<file path="src/rtl/calendar_ctrl.sv">
// Day/month BCD calendar controller: prescaled day advance in RUN, plus a
// RUN -> SET_MONTH -> SET_DAY mode FSM for setting the date from buttons.
module calendar_ctrl #(
  parameter int TICK_DIV = 4
) (
  input  logic       clk,
  input  logic       rst,
  input  logic       run_en,
  input  logic       btn_mode,
  input  logic       btn_inc,
  output logic [3:0] du,
  output logic [3:0] dd,
  output logic [3:0] mu,
  output logic [3:0] md,
  output logic [1:0] mode,
  output logic       day_tick,
  output logic       year_wrap
);

  localparam int PW = $clog2(TICK_DIV);
  localparam logic [PW-1:0] PMAX = PW'(TICK_DIV - 1);

  localparam logic [1:0] RUN   = 2'd0;
  localparam logic [1:0] SET_M = 2'd1;
  localparam logic [1:0] SET_D = 2'd2;

  logic [3:0]    du_q, dd_q, mu_q, md_q;
  logic [3:0]    du_d, dd_d, mu_d, md_d;
  logic [1:0]    mode_q, mode_d;
  logic [PW-1:0] presc_q, presc_d;
  logic          tick_q, tick_d;
  logic          wrap_q, wrap_d;

  logic [4:0] day_c, day_n;
  logic [3:0] mon_c, mon_n, mon_inc;

  function automatic logic [4:0] last_day(input logic [3:0] m);
    case (m)
      4'd2:                      return 5'd28;
      4'd4, 4'd6, 4'd9, 4'd11:   return 5'd30;
      default:                   return 5'd31;
    endcase
  endfunction

  // Binary 0..31 to {tens, units} BCD nibbles.
  function automatic logic [7:0] to_bcd(input logic [4:0] v);
    logic [4:0] t;
    logic [4:0] u;
    t = v / 5'd10;
    u = v - t * 5'd10;
    return {t[3:0], u[3:0]};
  endfunction

  // The date is kept as BCD; arithmetic is done in binary and converted back.
  assign day_c   = {1'b0, dd_q} * 5'd10 + {1'b0, du_q};
  assign mon_c   = md_q * 4'd10 + mu_q;
  assign mon_inc = (mon_c == 4'd12) ? 4'd1 : mon_c + 4'd1;

  always_comb begin
    day_n   = day_c;
    mon_n   = mon_c;
    mode_d  = mode_q;
    presc_d = presc_q;
    tick_d  = 1'b0;
    wrap_d  = 1'b0;
    case (mode_q)
      RUN: begin
        if (btn_mode) begin
          mode_d  = SET_M;
          presc_d = '0;
        end else if (run_en) begin
          if (presc_q == PMAX) begin
            presc_d = '0;
            tick_d  = 1'b1;
            if (day_c < last_day(mon_c)) begin
              day_n = day_c + 5'd1;
            end else begin
              day_n  = 5'd1;
              mon_n  = mon_inc;
              wrap_d = (mon_c == 4'd12);
            end
          end else begin
            presc_d = presc_q + 1'b1;
          end
        end
      end
      SET_M: begin
        if (btn_mode) begin
          mode_d = SET_D;
        end else if (btn_inc) begin
          mon_n = mon_inc;
          if (day_c > last_day(mon_inc)) day_n = last_day(mon_inc);
        end
      end
      SET_D: begin
        if (btn_mode) begin
          mode_d = RUN;
        end else if (btn_inc) begin
          day_n = (day_c >= last_day(mon_c)) ? 5'd1 : day_c + 5'd1;
        end
      end
      default: mode_d = RUN;
    endcase
    {dd_d, du_d} = to_bcd(day_n);
    {md_d, mu_d} = to_bcd({1'b0, mon_n});
  end

  always_ff @(posedge clk or posedge rst) begin
    if (rst) begin
      du_q    <= 4'd1;
      dd_q    <= 4'd0;
      mu_q    <= 4'd1;
      md_q    <= 4'd0;
      mode_q  <= RUN;
      presc_q <= '0;
      tick_q  <= 1'b0;
      wrap_q  <= 1'b0;
    end else begin
      du_q    <= du_d;
      dd_q    <= dd_d;
      mu_q    <= mu_d;
      md_q    <= md_d;
      mode_q  <= mode_d;
      presc_q <= presc_d;
      tick_q  <= tick_d;
      wrap_q  <= wrap_d;
    end
  end

  assign du        = du_q;
  assign dd        = dd_q;
  assign mu        = mu_q;
  assign md        = md_q;
  assign mode      = mode_q;
  assign day_tick  = tick_q;
  assign year_wrap = wrap_q;

endmodule

</file>
<file path="config.mk">
export PLATFORM = sky130hd
export DESIGN_NAME = calendar_ctrl
export DESIGN_NICKNAME = d
export VERILOG_FILES = /design/src/rtl/calendar_ctrl.sv
export SDC_FILE = /design/constraint.sdc
export NUM_CORES = 1
export LEC_CHECK = 0
export ABC_AREA = 1
export CAP_MARGIN = 20
export CORE_ASPECT_RATIO = 2
export CORE_MARGIN = 3
export CORE_UTILIZATION = 40
export CTS_BUF_LIST = sky130_fd_sc_hd__clkbuf_2 sky130_fd_sc_hd__clkbuf_4 sky130_fd_sc_hd__clkbuf_8
export DETAILED_ROUTE_END_ITERATION = 16
export GPL_ROUTABILITY_DRIVEN = 1
export PLACE_DENSITY_LB_ADDON = 0.08
export REMOVE_ABC_BUFFERS = 1
export SYNTH_ARGS = -nofsm -noshare
export SYNTH_HDL_FRONTEND = slang
export SYNTH_SLANG_ARGS = --single-unit
</file>
<file path="constraint.sdc">
create_clock -name clk -period 5.4 [get_ports clk]
set_input_delay 1.08 -clock clk [delete_from_list [all_inputs] [get_ports clk]]
set_output_delay 1.08 -clock clk [all_outputs]
set_load 0.005 [all_outputs]
</file>
==> out/results.txt <==
Fin. Hold Viols -> 0
Worst R2R Setup Slack -> 850 ps
Final Max Slew Viols -> 0
setup TNS -> 0 ps
reg2reg start -> md[0]$_DFF_PP0_
initial antenna violation count -> 0
Slowest Stage Delay on Critical Path -> 410 ps
clk root buf -> clkbuf_8
FILL cells -> 471
die height -> 101 um
Post-Route WL -> 4560 um
period utilisation layout -> 84.2%
post-route minimum period -> 4550 ps
Syn-to-layout area delta -> 15.3%
vias in the first global route -> 1,760
number of gates resized after cts -> 0
Routed Antenna Nets -> 0
r2r worst-path depth -> 31
Skew-Pair Late Insertion Delay -> 250 ps
FFs w/ async S/R, synth -> 100%
FF-to-FF End -> du[3]$_DFF_PP0_
Initial Util -> 42.5%
max_slew headroom -> 53.9%
die width -> 53.3 um
Setup crit end -> du[3]$_DFF_PP0_
most frequent CP cell -> ha_1
grt total ovfl -> 0
mux share of post-synthesis cell area -> 0%
area share of fa/ha/maj cells after synthesis -> 17.6%
xor/xnor share of the synthesized area -> 2.45%
TritonCTS buffer count -> 3
CTS tree -> done
Post-route DRC -> 0
largest family of logic cells by synthesized area -> simple AND/OR/NAND/NOR gates
CP endpoint kind -> flip-flop
Std-Cell Core Area -> 0.00421 sq mm
hold buffers post-CTS -> 0
clock sinks -> 17
Req. time, crit path -> 5550 ps
Clock Skew -> 1.29 ps
first-pass GRT wire length -> 7740 um
Synth Area in Simple Gates -> 28.6%
total iterations of the first detailed-routing run -> 4
Overall Global Routing Usage -> 19.2%
crit path launch type -> flip-flop
row cnt -> 33
Avg WL per Cell -> 13.4 um
final net count -> 318
Final Setup Violations -> 0
Post-Syn Instances -> 267
Cell Area, Synth -> 0.00179 sq mm
die area -> 0.00536 sq mm
WS Path Type -> flip-flop to flip-flop
Hold Crit Class -> flip-flop to flip-flop
outcome -> completed
register area share after synthesis -> 23.9%
gpl congestion -> 0.925
Max clock buf depth -> 2
largest net degree at the start of global routing -> 18
actual slew at the worst max-slew pin -> 691 ps
vias -> 1,747
Synth Flop Type -> dfrtp_1
# IOs -> 25
clk slew on worst S/H paths -> 70 ps
RSZ-0062 raised after global routing -> no
ANT cells -> 0
max_cap viols -> 0
syn_area_per_cell -> 6.71 sq um
# Post-CTS Setup Buffers -> 0
synth warn -> 0
Slowest-stage cell, CP -> dfrtp_1
share of layout cells above drive strength 1 -> 7.29%
port buffer count -> 19
CP Max Fanout -> 6
Final HPWL DP -> 3860 um
Yosys reg bits -> 17
post-synthesis compound-gate area fraction -> 15.9%
Setup crit start -> md[0]$_DFF_PP0_
Post-synth EDFFs -> 0
starting DRC count in detailed routing -> 19
library cells used by synthesis -> 30
Max Freq -> 220 MHz
htree depth -> 1
via/cell ratio -> 5.14
CP arrival -> 4700 ps
-- worst min-delay path by stage --
stage / start / to / slack [ps] / cells past startpoint
global route: presc_q[0]$_DFFE_PP0P_ / presc_q[0]$_DFFE_PP0P_ / 580 / 1
finish: presc_q[1]$_DFFE_PP0P_ / presc_q[1]$_DFFE_PP0P_ / 520 / 2
CTS: presc_q[1]$_DFFE_PP0P_ / presc_q[1]$_DFFE_PP0P_ / 540 / 2
floorplan: presc_q[1]$_DFFE_PP0P_ / presc_q[1]$_DFFE_PP0P_ / 480 / 2
detailed placement: presc_q[1]$_DFFE_PP0P_ / presc_q[1]$_DFFE_PP0P_ / 520 / 2
global placement: presc_q[1]$_DFFE_PP0P_ / presc_q[1]$_DFFE_PP0P_ / 500 / 2
-- metrics by stage --
step | std cells | hold slack, ps | cell area [sq um] | util, % | worst slack, ps
floorplan | 265 | 477 | 1760 | - | 1300
global placement | 336 | 497 | 2020 | 47.9 | 895
detailed placement | 336 | 521 | 2020 | 47.9 | 851
CTS | 340 | 536 | 2060 | 49.0 | 834
global route | 340 | 580 | 2060 | 49.0 | 284
finish | 340 | 523 | 2060 | 49.0 | 854
-- kinds of logic after synthesis --
family / after synthesis
buffers and inverters: 49
AO/OA/AOI/OAI: 51
other: 1
AND/OR/NAND/NOR: 120
XOR/XNOR: 5
flip-flops: 17
adder cells (fa/ha/maj): 24
-- sequential cells by signal, indices dropped and copies added, names as in the netlist --
signal and count:
du 4, md 1, day_tick 1, presc_q 2
mu 4, year_wrap 1, mode 2, dd 2
-- layout by cell type, fill, tap and decap left out, drive strengths merged, types with 5 or more instances in the layout --
cell type | netlist | routed
nor2 | 21 | 21
nand2 | 77 | 77
a21oi | 16 | 16
clkdlybuf4s50 | 0 | 19
ha | 22 | 22
o21ai | 23 | 23
dfrtp | 15 | 15
nand3 | 18 | 18
inv | 43 | 43
conb | 1 | 5
-- layer usage --
layer	track usage, %	vias up	wire [um]
met5	0	-	0
met2	38.1	36	2630
met3	2.37	14	135
li1	-	899	-
met1	17.4	798	1620
met4	9.45	0	172
-- critical path, delay by kind of cell (launching register included) --
family                   cells  cell delay, ps
AO/OA/AOI/OAI                5             710
AND/OR/NAND/NOR             13            1080
buffers and inverters        5             340
flip-flops                   1             410
adder cells (fa/ha/maj)      7            1710
XOR/XNOR                     1             180
-- Yosys cell counts, types with 3 or more instances --
master	instances	share of area (%)
o21ai_1	5	1.4
dfrtp_1	15	21
nand3_1	16	4.5
ha_1	22	15
inv_2	5	1.0
nor2_1	20	4.2
xor2_1	4	2.0
buf_4	5	2.1
inv_1	38	8.0
a22oi_1	3	1.3
o22ai_1	3	1.0
nand2_1	70	15
nand2_2	7	2.4
o21ai_0	18	5.0
a21oi_1	16	4.5
-- cell type report --
type	instances	area [sq um]	area share (%)
clock buffers	3	41.3	2.00
inverters	43	161	7.82
well taps	52	65.1	3.15
clock inverters	1	5.00	0.242
repair buffers	19	190	9.21
flip-flops and latches	17	428	20.7
multi-input cells	205	1170	56.8
Power is left out: the tool's default activity adds up to more than one toggle a clock period on the data nets, which glitch-free logic cannot reach.
==> RTL change 1 (same settings) <==
Register the inputs `run_en`, `btn_mode` and `btn_inc` before use, cleared by the reset. The logic sees them one clock later.
--- a/src/rtl/calendar_ctrl.sv
+++ b/src/rtl/calendar_ctrl.sv
@@ -23,6 +23,22 @@
   localparam logic [1:0] RUN   = 2'd0;
   localparam logic [1:0] SET_M = 2'd1;
   localparam logic [1:0] SET_D = 2'd2;
+
+  logic run_en_q;
+  logic btn_mode_q;
+  logic btn_inc_q;
+
+  always_ff @(posedge clk or posedge rst) begin
+    if (rst) begin
+      run_en_q   <= '0;
+      btn_mode_q <= '0;
+      btn_inc_q  <= '0;
+    end else begin
+      run_en_q   <= run_en;
+      btn_mode_q <= btn_mode;
+      btn_inc_q  <= btn_inc;
+    end
+  end
 
   logic [3:0]    du_q, dd_q, mu_q, md_q;
   logic [3:0]    du_d, dd_d, mu_d, md_d;
@@ -65,10 +81,10 @@
     wrap_d  = 1'b0;
     case (mode_q)
       RUN: begin
-        if (btn_mode) begin
+        if (btn_mode_q) begin
           mode_d  = SET_M;
           presc_d = '0;
-        end else if (run_en) begin
+        end else if (run_en_q) begin
           if (presc_q == PMAX) begin
             presc_d = '0;
             tick_d  = 1'b1;
@@ -85,17 +101,17 @@
         end
       end
       SET_M: begin
-        if (btn_mode) begin
+        if (btn_mode_q) begin
           mode_d = SET_D;
-        end else if (btn_inc) begin
+        end else if (btn_inc_q) begin
           mon_n = mon_inc;
           if (day_c > last_day(mon_inc)) day_n = last_day(mon_inc);
         end
       end
       SET_D: begin
-        if (btn_mode) begin
+        if (btn_mode_q) begin
           mode_d = RUN;
-        end else if (btn_inc) begin
+        end else if (btn_inc_q) begin
           day_n = (day_c >= last_day(mon_c)) ? 5'd1 : day_c + 5'd1;
         end
       end
Behaviour: not the same (Yosys sat finds a counterexample within 4 cycles, from zero or initial values and one cycle with rst high).
==> RTL change 1 against the unedited design <==
Design area rose by 1.9%; highest routed layer unchanged; worst setup slack got worse by 0.16 ns; die area rose by 2.0%; largest cell class unchanged; critical path type unchanged; area after synthesis rose by 2.2%; count of clock-buffer cells in the layout rose by 1; global-route usage fell by 1.2 points; sequential cell count rose by 3; wire length fell by 4.3%; cell count fell by 5.0%.
==> RTL change 1: results (changes against the unedited design) <==
finish.net_count: 299  # -6.0%
clk_pin_slew_worst_paths_ns: 0.08
worstRegToRegCells: 28  # -9.7%
hold-path-endpoint: "presc_q[1]$_DFFE_PP0P_"
cts_resized: 0  # unchanged
synth.distinct_cells: 36  # +20%
synth-async-reset-ratio_pct: 100  # unchanged
fin_cells: 323  # -5.0%
synthXorXnorAreaFrac_pct: 0.957  # -1.5 points
die_x_um: 53.8  # +0.98%
synth_common_cells: "nand2_1 (53), inv_1 (37), ha_1 (22), dfrtp_1 (18), nand3_1 (18)"
grt_pass1_vias: 1704  # -3.2%
clk_latency_ns: 0.26
place_congestion: 0.868  # -6.2%
dr.pass1.iters: 4  # unchanged
grt_pass1_wl_mm: 7.22  # -6.8%
critPathMaxStageDelay_ns: 0.45  # +0.04 ns
wl_per_cell_um: 13.5  # +0.74%
placed_area_sq_um: 2050  # +1.5%
use_met3_pct: 1.91  # -0.46 points
synthFlopType: "dfrtp_1"
hpwl_mm: 3.65  # -5.4%
synth.top_cells.by_area: "dfrtp_1 (25%), ha_1 (15%), nand2_1 (11%)"
vias_per_cell: 5.07  # -1.2%
p_int_w: 0.000546
yosysSeqAreaShare_pct: 27.5  # +3.6 points
yosys.area_share.adder_pct: 17.2  # -0.39 points
status: "finished clean"
whs_path_depth: 2  # unchanged
setup.worst_path.start: "md[0]$_DFF_PP0_"
drive_above_1_share_pct: 11.9  # +4.6 points
crit_slowest_cell: "ha_1"
first_iter_violations: 24  # +5
synth-warning-count: 0  # unchanged
port_buffers: 19  # unchanged
vdd_drop_max_mv: 0.345
holdCritStartpoint: "presc_q[1]$_DFFE_PP0P_"
synthMuxAreaShare_pct: 0  # unchanged
rrSetupSlack_ns: 0.69  # -0.16 ns
use_met1_pct: 16.3  # -1.1 points
gr-usage-all-layers_pct: 18.0  # -1.2 points
met3_length_um: 87  # -36%
holdWs_ns: 0.517  # -0.00623 ns
fill_cells: 464  # -1.5%
wl_met1_mm: 1.49  # -8.1%
postSynthAreaPerCell_sq_um: 7.35  # +9.6%
critPathTopFamily: "adder cells"
synth_compound_area_share_pct: 12.2  # -3.7 points
maxUsedRoutingLayer: "met4"
clockRootBuffer: "clkbuf_8"
worstMarginPinSlew_ns: 0.812  # +0.121 ns
clock_skew_ns: 0.00663  # +0.00534 ns
clk_path_buf_depth: 2  # unchanged
numCtsBuffers: 3  # unchanged
grt_max_degree: 21  # +3
routed-wl-met2_mm: 2.66  # +1.1%
htreeDepth: 1  # unchanged
crit_fanout: 8  # +2
met2_usage_pct: 36.3  # -1.9 points
max_freq_ghz: 0.212  # -3.4%
==> RTL change 1: cell type report <==
cell class              instances  area, sq um  area share (%)
flip-flops and latches         20          503            23.9
well taps                      54         67.6            3.21
repair buffers                 19          190            9.04
inverters                      41          154            7.31
multi-input cells             185         1130            53.9
clock buffers                   4         55.1            2.62
==> RTL change 1: stage by stage <==
| step | total power, W | util [%] |
|---|---|---|
| after global placement | 0.000953 | 46.8 |
| after CTS | 0.00108 | 48.0 |
| after global routing | 0.00120 | 48.0 |
| after detailed placement | 0.000955 | 46.8 |
| after floorplan | 0.000746 | - |
| final | 0.00107 | 48.0 |
==> RTL change 1: power groups by stage <==
stage | Clock, W | Combinational, W | Sequential [W]
after floorplan | 0 | 0.000503 | 0.000243
final | 0.000119 | 0.000705 | 0.000248
after CTS | 0.000124 | 0.000708 | 0.000249
after detailed placement | 0 | 0.000703 | 0.000252
after global routing | 0.000127 | 0.000817 | 0.000256
after global placement | 0 | 0.000701 | 0.000252
==> RTL change 2 (same settings) <==
Without the edit above. `TICK_DIV`: 4 -> 2.
--- a/src/rtl/calendar_ctrl.sv
+++ b/src/rtl/calendar_ctrl.sv
@@ -1,7 +1,7 @@
 // Day/month BCD calendar controller: prescaled day advance in RUN, plus a
 // RUN -> SET_MONTH -> SET_DAY mode FSM for setting the date from buttons.
 module calendar_ctrl #(
-  parameter int TICK_DIV = 4
+  parameter int TICK_DIV = 2
 ) (
   input  logic       clk,
   input  logic       rst,
Formal check against the unedited RTL: not equivalent (Yosys sat finds a counterexample within 4 cycles, from zero or initial values and one cycle with rst high).
==> RTL change 2 against the unedited design <==
Wire length fell by 6.5%; sequential share of layout area fell by 1.1 points; sequential cell count fell by 1; largest cell class unchanged; worst setup slack got worse by 0.063 ns; area after synthesis fell by 1.6%; design area fell by 0.73%; critical path type unchanged.
==> RTL change 2: results (changes against the unedited design) <==
routed-wl-met2_mm: 2.75  # +4.4%
grt_max_degree: 17  # -1
clock_skew_ns: 0.00380  # +0.00251 ns
use_met3_pct: 1.49  # -0.88 points
status: "finished clean"
clockRootBuffer: "clkbuf_8"
holdWs_ns: 0.554  # +0.0310 ns
dr_total_vias: 1554  # -11%
worstRegToRegCells: 28  # -9.7%
pre_cts_ws_ns: 0.579  # -0.272 ns
period_share_pct: 85.4  # +1.2 points
n_clock_buffer: 4  # +1
multi_input_area_share_pct: 55.8  # -1.0 points
wl_per_cell_um: 13.6  # +1.6%
synth_common_cells: "nand2_1 (47), inv_1 (45), ha_1 (21), nand3_1 (17)"
holdCritStartpoint: "presc_q$_DFFE_PP0P_"
fill_cells: 440  # -6.6%
grt_pass1_wl_mm: 7.07  # -8.6%
grt_pass1_vias: 1544  # -12%
hold-path-endpoint: "presc_q$_DFFE_PP0P_"
clock_cell_area_share_pct: 2.69  # +0.44 points
synth_seq_cells: 16  # -1
n_all_inverters: 51  # +19%
multi_input_cells: 171  # -17%
crit_arrival_ns: 4.76  # +0.06 ns
nonClkBufAreaFrac_pct: 9.28  # +0.067 points
met3_length_um: 57  # -58%
gr-usage-all-layers_pct: 17.9  # -1.3 points
rrSetupSlack_ns: 0.79  # -0.06 ns
seq_share_pct: 19.7  # -1.1 points
crit_fanout: 5  # -1
use_met1_pct: 16.2  # -1.2 points
worstMarginPinSlew_ns: 0.643  # -0.0477 ns
hpwl_mm: 3.71  # -3.9%
met2_usage_pct: 38.2  # +0.092 points
synth.distinct_cells: 38  # +27%
fin_area_sq_um: 2050  # -0.73%
wl_met1_mm: 1.41  # -13%
p_int_w: 0.000521
synth.top_cells.by_area: "dfrtp_1 (20%), ha_1 (15%), nand2_1 (10%)"
place_congestion: 0.803  # -13%
yosysSeqAreaShare_pct: 22.9  # -1.0 points
[RTL change 2: cell count changes after synthesis, moves of 3 or more]
cell     before  now
a21oi_1      16    8
inv_1        38   45
nand2_1      70   47
nand3_2       2    5
nand3_4       0    3
nor2_1       20   13
o21ai_0      18   14
o21ai_1       5    1
o22ai_1       3    0
[RTL change 2: kinds of logic (layout without fill, tap and decap cells)]
family | after synthesis | after routing | synth area share (%)
other | 1 | 5 | 0.213
xor gates and xnor gates | 3 | 3 | 1.49
buffers and inverters | 56 | 74 | 13.1
and+or+nand+nor | 108 | 108 | 33.7
DFF | 16 | 16 | 22.9
adders and majority gates | 23 | 23 | 17.2
muxes | 1 | 1 | 0.568
AOI/OAI and AO/OA | 31 | 31 | 10.9
[RTL change 2: through the flow]
stage / power, W / cells
6_report: 0.00107 / 313
5_1_grt: 0.00119 / 313
4_1_cts: 0.00108 / 313
3_5_place_dp: 0.000971 / 309
3_3_place_gp: 0.000970 / 309
2_1_floorplan: 0.000740 / 238
